`src/rtl/irq_ctrl_pkg.sv`:
```
// rtl/irq_ctrl_pkg.sv - register map and shared constants for the interrupt controller
package irq_ctrl_pkg;

   localparam int NSRC_MAX      = 15;
   localparam int VEC_VALID_BIT = 15;

   // Register addresses, also consumed by the software header generator.
   typedef enum logic [1:0] {
      IRQ_PEND = 2'd0,
      IRQ_EN   = 2'd1,
      IRQ_VEC  = 2'd2,
      IRQ_MODE = 2'd3
   } irq_reg_e;

endpackage

```
`src/rtl/irq_ctrl_if.sv`:
```
// rtl/irq_ctrl_if.sv - d16 slave bus bundle between syscon/CPU side and the interrupt controller
interface irq_ctrl_if;

   logic        i_cyc;
   logic        i_we;
   logic [1:0]  i_addr;
   logic [15:0] i_dat;
   logic [15:0] o_dat;

   modport master (
      output i_cyc, i_we, i_addr, i_dat,
      input  o_dat
   );

   modport slave (
      input  i_cyc, i_we, i_addr, i_dat,
      output o_dat
   );

endinterface

```
`src/rtl/irq_sync.sv`:
```
// rtl/irq_sync.sv - two-flop request synchronizer with one extra stage for rise detection
module irq_sync #(
   parameter int NSRC = 8
) (
   input  logic            i_clk,
   input  logic            i_reset,
   input  logic [NSRC-1:0] i_irq,
   output logic [NSRC-1:0] s2,
   output logic [NSRC-1:0] rise
);

   logic [NSRC-1:0] s1;
   logic [NSRC-1:0] s3;

   always_ff @(posedge i_clk) begin
      if (!i_reset) begin
         s1 <= '0;
         s2 <= '0;
         s3 <= '0;
      end else begin
         s1 <= i_irq;
         s2 <= s1;
         s3 <= s2;
      end
   end

   // s3 clears with reset, so a request held high through reset rises again.
   assign rise = s2 & ~s3;

endmodule

```
`src/rtl/irq_ctrl.sv`:
```
// rtl/irq_ctrl.sv - masked, fixed-priority interrupt controller driving the d16 CPU interrupt line
module irq_ctrl
   import irq_ctrl_pkg::*;
#(
   parameter int NSRC = 8
) (
   input  logic            i_clk,
   input  logic            i_reset,
   input  logic [NSRC-1:0] i_irq,
   irq_ctrl_if.slave       bus,
   output logic            o_int
);

   logic [NSRC-1:0] s2;
   logic [NSRC-1:0] rise;
   logic [NSRC-1:0] pend;
   logic [NSRC-1:0] en;
   logic [NSRC-1:0] mode;
   logic [NSRC-1:0] w1c;
   logic [NSRC-1:0] active;
   logic [NSRC-1:0] wr_data;
   logic            wr;
   irq_reg_e        addr;
   logic [15:0]     vec;
   logic            unused_dat_hi;

   // Lowest-numbered active source wins.
   function automatic logic [3:0] lowest_idx(input logic [NSRC-1:0] v);
      logic [3:0] idx;
      idx = '0;
      for (int i = NSRC - 1; i >= 0; i--) begin
         if (v[i]) idx = 4'(i);
      end
      return idx;
   endfunction

   irq_sync #(.NSRC(NSRC)) u_sync (
      .i_clk   (i_clk),
      .i_reset (i_reset),
      .i_irq   (i_irq),
      .s2      (s2),
      .rise    (rise)
   );

   assign addr          = irq_reg_e'(bus.i_addr);
   assign wr            = bus.i_cyc & bus.i_we;
   assign wr_data       = bus.i_dat[NSRC-1:0];
   assign unused_dat_hi = &{1'b0, bus.i_dat[15:NSRC]};
   assign w1c           = (wr && addr == IRQ_PEND) ? wr_data : '0;
   assign active        = pend & en;

   always_ff @(posedge i_clk) begin
      if (!i_reset) begin
         pend  <= '0;
         en    <= '0;
         mode  <= '0;
         o_int <= 1'b0;
      end else begin
         if (wr && addr == IRQ_EN)   en   <= wr_data;
         if (wr && addr == IRQ_MODE) mode <= wr_data;
         // Edge sources: a new rise beats a same-cycle clear. Level sources track s2.
         pend  <= (mode & (rise | (pend & ~w1c))) | (~mode & s2);
         o_int <= |active;
      end
   end

   always_comb begin
      vec                = '0;
      vec[VEC_VALID_BIT] = |active;
      vec[3:0]           = lowest_idx(active);
   end

   always_comb begin
      bus.o_dat = '0;
      if (bus.i_cyc) begin
         case (addr)
            IRQ_PEND: bus.o_dat = {{(16-NSRC){1'b0}}, pend};
            IRQ_EN:   bus.o_dat = {{(16-NSRC){1'b0}}, en};
            IRQ_VEC:  bus.o_dat = vec;
            IRQ_MODE: bus.o_dat = {{(16-NSRC){1'b0}}, mode};
            default:  bus.o_dat = '0;
         endcase
      end
   end

endmodule
```
`src/flat_wrapper.sv`:
```
// flat-port wrapper written by rule: the top's interface ports become plain ports
module irq_ctrl_flat import irq_ctrl_pkg::*;
#(
   parameter int NSRC = 8
)
  (i_clk, i_reset, i_irq, o_int, bus_i_cyc, bus_i_we, bus_i_addr, bus_i_dat, bus_o_dat);
  irq_ctrl_if bus_i ();
  input  logic i_clk;
  input  logic i_reset;
  input  logic [NSRC-1:0] i_irq;
  output logic o_int;
  input wire logic [$bits(bus_i.i_cyc)-1:0] bus_i_cyc;
  input wire logic [$bits(bus_i.i_we)-1:0] bus_i_we;
  input wire logic [$bits(bus_i.i_addr)-1:0] bus_i_addr;
  input wire logic [$bits(bus_i.i_dat)-1:0] bus_i_dat;
  output wire logic [$bits(bus_i.o_dat)-1:0] bus_o_dat;
  assign bus_i.i_cyc = bus_i_cyc;
  assign bus_i.i_we = bus_i_we;
  assign bus_i.i_addr = bus_i_addr;
  assign bus_i.i_dat = bus_i_dat;
  assign bus_o_dat = bus_i.o_dat;
  irq_ctrl #(.NSRC(NSRC)) u_core (.i_clk(i_clk), .i_reset(i_reset), .i_irq(i_irq), .bus(bus_i), .o_int(o_int));
endmodule
```
`config.mk`:
```
export PLATFORM = sky130hd
export DESIGN_NAME = irq_ctrl_flat
export DESIGN_NICKNAME = d
export VERILOG_FILES = /design/src/rtl/irq_ctrl_pkg.sv /design/src/rtl/irq_ctrl_if.sv /design/src/rtl/irq_sync.sv /design/src/rtl/irq_ctrl.sv /design/src/flat_wrapper.sv
export SDC_FILE = /design/constraint.sdc
export NUM_CORES = 1
export LEC_CHECK = 0
export CORE_MARGIN = 1.5
export CORE_UTILIZATION = 50
export DETAILED_ROUTE_END_ITERATION = 6
export GPL_ROUTABILITY_DRIVEN = 1
export PLACE_DENSITY = 0.85
export SETUP_SLACK_MARGIN = 0.15
export SLEW_MARGIN = 30
export SYNTH_ARGS = -nofsm -noshare
export SYNTH_HDL_FRONTEND = slang
export SYNTH_SLANG_ARGS = --single-unit
```
`constraint.sdc`:
```
create_clock -name i_clk -period 2.2 [get_ports i_clk]
set_input_delay 0.55 -clock i_clk [delete_from_list [all_inputs] [get_ports i_clk]]
set_output_delay 0.55 -clock i_clk [all_outputs]
set_load 0.005 [all_outputs]
```
After elaboration in Yosys (flattened, before gate mapping)
Cells that the tools add are included.
W data, S select, Z words.
{"block": "word_totals", "regBits": 49, "input_bits": 30, "output_inout_bits": 17, "elab_cells": 37}
{"block": "op_classes", "eq_ne": 3, "n_mux": 11, "bitwise": 11, "n_reduce_logical": 5}
{"operator": "$pmux W16 S4", "count": 1}
{"operator": "$and A8 B8 Y8", "count": 5}
{"operator": "$mux W3", "count": 8}
{"operator": "$not A8 Y8", "count": 3}
{"operator": "$mux W16", "count": 1}
{"operator": "$or A8 B8 Y8", "count": 2}
{"operator": "$mux W8", "count": 1}
{"operator": "$reduce_or A8 Y1", "count": 1}
{"operator": "$eq A2 B2 Y1 const B", "count": 2}
{"operator": "$logic_and A1 B1 Y1", "count": 3}
{"operator": "$eq A2 B1 Y1 const B", "count": 1}
{"operator": "$logic_not A2 Y1", "count": 1}
{"operator": "$and A1 B1 Y1", "count": 1}

Logic depth before layout (Yosys ltp)
{"block": "depth", "depth_word": 11, "ltp_mapped": 7, "depth_no_buf": 4}

Modules after synthesis
From an unflattened synthesis, not the netlist that was laid out.
{"block": "hier_totals", "cells_unflattened": 252, "hier_area_um2": 2129.5}
{"module": "irq_ctrl", "n_inst": 1, "cells_each": 194, "area_per_inst_um2": 1415.1, "seq_area_each_um2": 500.5}
{"module": "irq_sync", "n_inst": 1, "cells_each": 58, "area_per_inst_um2": 714.4, "seq_area_each_um2": 480.5}

Worst setup path before layout
OpenSTA, ideal clock, no wires.
{"block": "synth_path", "path_type": "input to output", "startpoint": "in bus_i_addr[1]", "endpoint": "out bus_o_dat[0]", "t_arrival_ps": 1328, "required_ps": 1650, "setup_slack_ps": 322, "path_stages": 5, "n_path_buf": 2, "path_cell_list": "buf_2 -> clkbuf_1 -> a22oi_1 -> a221oi_1 -> nor2_1"}
{"block": "synth_between", "elab_chain_len": 3, "word_cells_on_any_way": 6, "cone_classes": "eq/ne (3); mux (2); reduce/logical (1)"}
{"item": "start, declared", "line_no": "flat_wrapper.sv:14", "text": "input wire logic [$bits(bus_i.i_addr)-1:0] bus_i_addr;"}
{"item": "$eq A2 B2 Y1 (tied with other cells)", "line_no": "irq_ctrl.sv:76", "text": "case (addr)"}
{"item": "$pmux W16 S4 (*)", "line_no": "irq_ctrl.sv:76"}
{"item": "$mux W16 (*)", "line_no": "irq_ctrl.sv:75", "text": "if (bus.i_cyc) begin"}
{"item": "end, declared", "line_no": "flat_wrapper.sv:16", "text": "output wire logic [$bits(bus_i.o_dat)-1:0] bus_o_dat;"}
Every way passes the cells marked *; elsewhere a longest branch is shown, timed or not. The select of a mux whose other input is x is not followed.

Final worst setup path
{"block": "layout_path", "startpoint": "in bus_i_addr[0]", "endpoint": "out bus_o_dat[2]"}
Same word-level chain as after synthesis.

==> run metrics <==
max frequency=489.3 MHz; RR Endpoint=u_core.o_int; CP bufs+invs=3; sequential area share after synthesis=47.69%; post-DP HPWL=2.913 mm; drt wl/cell=12.64 µm; num rows=23; ANT cells=0; placed inst area=2486 µm²; FF-to-FF path depth=4; Chip Height=67.14 µm; Post-Syn Area=2057 µm²; Avg Inst Size Synth=8.679 µm²; unrepaired setup endpoints after global routing=yes; worst vdd ir=0.0004526 V; clk buf depth=2; Crit-path slowest cell=clkdlybuf4s15_1; ys async rst share=0%; Crit path required time=1.65 ns; share of the synthesized area in the top cell type=47.69%; CTS sink count=49; Via-to-Cell Ratio=5.165; endpoints failing setup=0; first-pass GRT wire length=7.024 mm; r2r startpoint=u_core.pend[6]; top-count cell post-synth=nand2_1; Data arrival, critical path=1.49 ns; GPL Wtd Cong=0.9256; ranking of synthesized cells by area=dfxtp_1, nand2_1, and2_1; CP delay by family, top=buffers and inverters; CP endpoint kind=output pin; root buffer cell=clkbuf_8; max_cap viols=0; first-pass iteration count of the detailed router=5; Max Slew Vio Count=0; Final Cycle Share=92.89%; Distinct cells, synth=27; vias in the first global route=1599; Final WS setup=0.1564 ns; Startpoint Class=input port; Area Overhead vs Synth=30.35%; total gr overflow=0; number of H-tree levels=2; vias=1756; Synth area leader=dfxtp_1; most instantiated cells after synthesis=nand2_1, dfxtp_1, and2_1; Final Instance Area=2681 µm²; Hold Crit Class=flop to flop; fin nets=320; PortBufs=31; Reg2Reg Setup Slack=1.21 ns; I/O pins=47; Worst path max stage delay=0.20 ns; WS Path Type=input port to output pin; largest net degree at the start of global routing=26; crit path max fanout=4; Pleak=1.147 nW; Initial Utilization=51.80%; initial antenna violation count=0; pre-CTS WS=-0.5599 ns; Most used DFF post-synth=dfxtp_1; Yosys reg bits=49; CTS tree=yes; power density over cell area=601.5 nW/µm²; sink of the worst hold path=u_core.u_sync.s2[1]; CTS Buf Count=5; minimum clock period=2.044 ns; DRT antenna net count=0; core area=3971 µm²; Die ar.=4508 µm²; cell count after synthesis=237; outcome=finished, final reports clean; CP Cell Sequence=buf_4, and2_4, buf_6, nand2_1, o21ai_0, a22o_1, clkdlybuf4s15_1; hold slack=0.4350 ns; Overall Global Routing Usage=21.11%; layout cells sized above 1=21.03%; HP Start=u_core.u_sync.s1[1]; fill count=336; Skew-Pair Late Insertion Delay=0.30 ns; hold path depth=1; yosys warns=0; Hold Vio Cnt, Final=0; number of flops mapped to enable cells by yosys=0; Layout Skew=0.01133 ns; Clock Pin Slew Worst Setup and Hold Paths=0.07 ns; initial DRC count=149; # DRC=0; chip width=67.14 µm; final WL=4.298 mm
==> metrics by stage <==
stage	TNS [ns]	cells	power [mW]	utilization (%)
floorplan	0	243	1.024	-
finish	0	340	1.613	67.52
global route	0	340	1.689	67.52
global placement	-4.350	324	1.092	62.60
detailed placement	-4.342	324	1.097	62.60
CTS	0	338	1.622	66.76
==> final cells by class <==
cell class	count	area (µm²)	share of cell area (%)
clock buffers	7	86.33	3.220
repair buffers	58	498.0	18.57
flip-flops and latches	49	992.2	37.00
multi-input cells	176	1042	38.87
well taps	50	62.56	2.333
==> worst reg2reg max path: cells and delay by family (launching register included) <==
kind	cells	cell delay (ns)
simple gates	3	0.36
flops	1	0.35
compound gates	1	0.20
==> report_power, final <==
group	internal [mW]	leakage (nW)	switching [mW]
logic	0.0966	0.699	0.0702
registers	0.914	0.404	0.0163
clock network	0.250	0.0443	0.266
total	1.26	1.15	0.353
==> placed cells by master, fill, tap and decap left out, types with 5 or more instances in the layout <==
master / n
nand2_1: 56
a21boi_1: 8
mux2i_1: 7
clkdlybuf4s50_1: 19
nor2_1: 5
dfxtp_1: 42
and2_1: 30
buf_6: 6
clkbuf_8: 6
dfxtp_2: 6
nand3_1: 11
a21o_1: 9
a21boi_0: 8
conb_1: 7
a21oi_1: 8
buf_4: 23
==> state kept, by name, indices dropped and copies added, names as in the netlist <==
name and cells:
u_core.pend 8, u_core.u_sync.s3 8, u_core.o_int 1, u_core.u_sync.s2 8, u_core.mode 8, u_core.u_sync.s1 8
u_core.en 8
==> logic make-up after synthesis <==
| logic type | after synthesis | synth area share, % |
|---|---|---|
| buffers and inverters | 18 | 4.927 |
| other | 1 | 0.1823 |
| AO/OA/AOI/OAI | 51 | 16.85 |
| flip-flops | 49 | 47.69 |
| AND/OR/NAND/NOR | 110 | 25.85 |
| multiplexers | 8 | 4.501 |
==> what timing repair did <==
action,CTS,global route
setup endpoints to repair,9,8
pin swaps,9,5
resized for setup,50,18
endpoints found under the hold margin,0,0
hold buffers,0,0
buffers inserted,7,2
==> layer usage <==
| layer | GRT usage (%) | routed length (µm) |
|---|---|---|
| met5 | 0 | 0 |
| met4 | 9.949 | 67 |
| met2 | 33.79 | 2067 |
| met3 | 3.500 | 220 |
| met1 | 27.85 | 1942 |
==> worst max path at each step <==
| stage | start | to | cells after the start |
|---|---|---|---|
| after detailed placement | bus_i_addr[1] | bus_o_dat[0] | 7 |
| after CTS | u_core.pend[0] | bus_o_dat[0] | 5 |
| after floorplan | bus_i_addr[1] | bus_o_dat[0] | 5 |
| final | bus_i_addr[0] | bus_o_dat[2] | 7 |
| after global placement | bus_i_addr[1] | bus_o_dat[0] | 7 |
| after global routing | u_core.pend[1] | bus_o_dat[2] | 5 |
(Power assumes the default switching activity.)
